### config.mk
export PLATFORM = sky130hd
export DESIGN_NAME = usr_cmd_sequencer
export DESIGN_NICKNAME = d
export VERILOG_FILES = /design/src/rtl/usr_cmd_sequencer.sv
export SDC_FILE = /design/constraint.sdc
export NUM_CORES = 1
export LEC_CHECK = 0
export ABC_AREA = 1
export CORE_MARGIN = 3
export CORE_UTILIZATION = 43
export CTS_CLUSTER_DIAMETER = 100
export CTS_CLUSTER_SIZE = 28
export DETAILED_ROUTE_END_ITERATION = 12
export GPL_TIMING_DRIVEN = 0
export PLACE_DENSITY_LB_ADDON = 0.12
export SYNTH_ARGS = -nofsm -noshare
export SYNTH_HDL_FRONTEND = slang
export SYNTH_SLANG_ARGS = --single-unit
export TNS_END_PERCENT = 50
### constraint.sdc
create_clock -name clk -period 1.3 [get_ports clk]
set_clock_uncertainty 0.05 [all_clocks]
set_input_delay 0.195 -clock clk [delete_from_list [all_inputs] [get_ports clk]]
set_output_delay 0.195 -clock clk [all_outputs]
set_load 0.02 [all_outputs]
### src/rtl/usr_cmd_sequencer.sv
// Command front-end for the 4-bit universal shift register: takes one command per
// valid/ready handshake and drives sel/pin/slin/srin, then pulses done. Optional rotate: USR_SEQ_ROTATE_EN.
module usr_cmd_sequencer #(
    parameter int WIDTH = 4,
    parameter int CNT_W = 3
) (
    input  logic             clk,
    input  logic             rst,
    // Handshake: a command transfers on a rising edge where cmd_valid_i and cmd_ready_o are both high.
    input  logic             cmd_valid_i,
    output logic             cmd_ready_o,
    input  logic [1:0]       cmd_op_i,
    input  logic [WIDTH-1:0] cmd_data_i,
    input  logic [CNT_W-1:0] cmd_cnt_i,
    input  logic             cmd_fill_i,
`ifdef USR_SEQ_ROTATE_EN
    input  logic             cmd_rot_i,
    input  logic [WIDTH-1:0] usr_q_i,
`endif
    output logic [1:0]       sel_o,
    output logic [WIDTH-1:0] pin_o,
    output logic             slin_o,
    output logic             srin_o,
    output logic             busy_o,
    output logic             done_o
);

    typedef enum logic [1:0] {IDLE, RUN, DONE} state_t;

    state_t             state_q, state_d;
    logic               accept;
    logic [1:0]         op_q;
    logic [WIDTH-1:0]   data_q;
    logic               fill_q;
    logic [CNT_W-1:0]   rem_q;
`ifdef USR_SEQ_ROTATE_EN
    logic               rot_q;
`endif

    always_ff @(posedge clk or posedge rst) begin
        if (rst) state_q <= IDLE;
        else     state_q <= state_d;
    end

    // Command registers; rem counts the remaining register cycles of the current command.
    always_ff @(posedge clk or posedge rst) begin
        if (rst) begin
            op_q   <= 2'b00;
            data_q <= '0;
            fill_q <= 1'b0;
            rem_q  <= '0;
`ifdef USR_SEQ_ROTATE_EN
            rot_q  <= 1'b0;
`endif
        end else if (accept) begin
            op_q   <= cmd_op_i;
            data_q <= cmd_data_i;
            fill_q <= cmd_fill_i;
            rem_q  <= (cmd_op_i == 2'b11) ? CNT_W'(1) : cmd_cnt_i;
`ifdef USR_SEQ_ROTATE_EN
            rot_q  <= cmd_rot_i;
`endif
        end else if (state_q == RUN) begin
            rem_q  <= rem_q - CNT_W'(1);
        end
    end

    always_comb begin
        state_d     = state_q;
        accept      = 1'b0;
        cmd_ready_o = 1'b0;
        busy_o      = 1'b1;
        done_o      = 1'b0;
        sel_o       = 2'b00;
        pin_o       = data_q;
        slin_o      = 1'b0;
        srin_o      = 1'b0;
        case (state_q)
            IDLE: begin
                cmd_ready_o = 1'b1;
                busy_o      = 1'b0;
                if (cmd_valid_i) begin
                    accept = 1'b1;
                    // A zero-count shift/hold is a no-op: skip straight to the done pulse.
                    if (cmd_op_i != 2'b11 && cmd_cnt_i == '0) state_d = DONE;
                    else                                      state_d = RUN;
                end
            end
            RUN: begin
                sel_o  = op_q;
                slin_o = fill_q;
                srin_o = fill_q;
`ifdef USR_SEQ_ROTATE_EN
                if (rot_q) begin
                    slin_o = usr_q_i[0];
                    srin_o = usr_q_i[WIDTH-1];
                end
`endif
                if (rem_q == CNT_W'(1)) state_d = DONE;
            end
            DONE: begin
                done_o  = 1'b1;
                state_d = IDLE;
            end
            default: state_d = IDLE;
        endcase
    end

endmodule

==> flow_summary.ini <==
[critical_path]
cp_slowest_stage_delay_ns = 0.39
reg2regPathDepth = 8
arrival_ns = 1.15
cp_slowest_cell = dfrtp_1
crit_required_ns = 1.05
path_class = reg2out
rr_startpoint = state_q[1]
startpoint = state_q[1]
cp_cell_sequence = buf_4 -> nor2_4 -> inv_1 -> buf_2
cp-end-kind = primary output
path_max_fanout = 3
crit_path_start_kind = register

[cts]
cts_tree = built
htree_num_levels = 1
clkLatencyLatePin_ns = 0.28
clock_path_buffers = 2
clkSinkCount = 12
root_buffer = clkbuf_4
hold_buffers = 0
numCtsBuffers = 3
path_clk_slew_ns = 0.08

[sta]
layout_min_cycle_time_ns = 1.395
rsz0062_at_grt = true
fmax_ghz = 0.7170
setup_viol = 7
final-hold-violation-count = 0
setup_slack_ns = -0.09464
worst_slew_pin_slew_ns = 0.4684
relSlewSlack_pct = 68.74
holdWs_ns = 0.1723
final.period_utilization_pct = 107.3
slew_viol_final = 0

[drt]
routed_wl_mm = 1.600
vias = 618
drc = 0
firstDrtPassIters = 4
drtIter0Drc = 20
ant_nets = 0
wl_per_cell_um = 11.94
viasPerCell = 4.612

[floorplan]
die_area_mm2 = 0.002157
ios = 24
rows = 13
coreArea_mm2 = 0.001415
die_w_um = 46.44
initial_core_util_pct = 49.69
die_h_um = 46.44

[yosys]
yosys_warnings = 0
syn_nets = 103
synth_area_um2 = 703.2
syn_inst = 88
synth_area_per_cell_um2 = 7.991
ys_seq_area_share_pct = 42.70
synth.distinct_cells = 16
ys_ff_latch = 12

[placed_design]
gp_congestion = 0.8386
placed_area_um2 = 954.7
dp_hpwl_mm = 1.185
io_buffers = 23
pre_cts_slack_ns = -0.4237

[global_route]
grt_max_degree = 13
grt_overflow_total = 0
antenna_found_initial = 0
grt_pass1_vias = 569
grt_pass1_wl_mm = 2.484
track_usage_pct = 16.95

[pwr]
ir_drop_mv = 1.450
p_leak_nw = 0.5539
power.density_mw_per_mm2 = 2502

[finish]
final_area_mm2 = 0.001013
final_common_cell = nand2_1
area_growth_pct = 44.13
final_nets = 135
postLayoutCoreUtil_pct = 71.62
drive_above_1_share_pct = 32.77
fill_cells = 119
antenna_cells = 0
final_cell_mix = 20 x nand2_1, 15 x inv_1, 12 x clkdlybuf4s50_1, 11 x nand2_2, 11 x dfrtp_1

[outcome]
outcome = finished, violations left
violations = negative setup slack

[min_path]
min-delay-path-class = in2async

[flow_run]
cap_viol_max_count = 0
-- path summary, 6_finish.rpt --
kind | slack, ns | end
max | -0.09 | busy_o
min | 0.17 | pin_o[0]
max reg2reg | 0 | fill_q
min reg2reg | 0.45 | pin_o[2]
max in group asynchronous | 0.69 | state_q[0]
min in group clk | 0.41 | pin_o[0]
-- critical path, delay by kind of cell (launching register included) --
| kind | cells | cell delay (ns) |
|---|---|---|
| flip-flops | 1 | 0.39 |
| AND/OR/NAND/NOR | 1 | 0.10 |
| buffers and inverters | 3 | 0.37 |
-- cell type report --
class	count	area, um^2	area share [%]
multi-input cells	57	324.1	31.98
inverters	17	66.31	6.543
repair buffers	27	239.0	23.58
flip-flops and latches	12	301.5	29.75
plain buffers	2	27.53	2.716
well taps	15	18.77	1.852
clock buffers	4	36.28	3.580
-- metal layers --
metal	share of wire [%]	vias up	GRT usage, %
met2	50	19	28.57
met1	43	276	20.00
met3	5.8	2	3.516
met5	0	-	0
met4	1.2	0	8.523
li1	-	321	-
-- power breakdown --
part           switching [mW]  internal [mW]
logic                   0.884          0.664
registers               0.117          0.563
clock network           0.137          0.170
total                    1.14           1.40
-- stage by stage --
step                      setup TNS, ns  total power, mW  cells
final                           -0.2441            2.536    134
after global routing             -1.042            2.753    134
after CTS                       -0.3114            2.468    132
after detailed placement         -2.307            2.177    126
after global placement           -2.153            2.128    126
after floorplan                       0            1.641     88
-- state kept, by name, summed over array words and instances, names as in the netlist --
register,flops
fill_q,1
op_q,2
pin_o,4
rem_q,3
state_q,2
-- kinds of logic (layout without fill, tap and decap cells) --
group | after synthesis | count (layout) | synth area share [%]
AND/OR/NAND/NOR | 50 | 50 | 35.23
buffers and inverters | 19 | 50 | 13.35
flip-flops | 12 | 12 | 42.70
AO/OA/AOI/OAI | 5 | 5 | 5.161
adder cells (fa/ha/maj) | 2 | 2 | 3.558
-- repair_timing --
action,in CTS,in global routing
setup buffers,2,2
endpoints found under the setup margin,11,16
gates resized for setup,41,3
pin swaps,1,2
-- cells in the mapped netlist --
master | instances | area [um^2]
nand2_1 | 21 | 78.83
buf_4 | 1 | 7.510
o21ai_0 | 2 | 10.01
dfrtp_1 | 12 | 300.3
nor2_1 | 9 | 33.78
nand2_2 | 11 | 68.82
or2_1 | 1 | 6.260
nand3_1 | 4 | 20.02
nand2_4 | 2 | 22.52
o21ai_2 | 3 | 26.28
ha_1 | 2 | 25.02
inv_1 | 16 | 60.06
nor2_4 | 1 | 11.26
buf_12 | 1 | 20.02
inv_4 | 1 | 6.260
nand4_1 | 1 | 6.260
(Power assumes the default switching activity.)
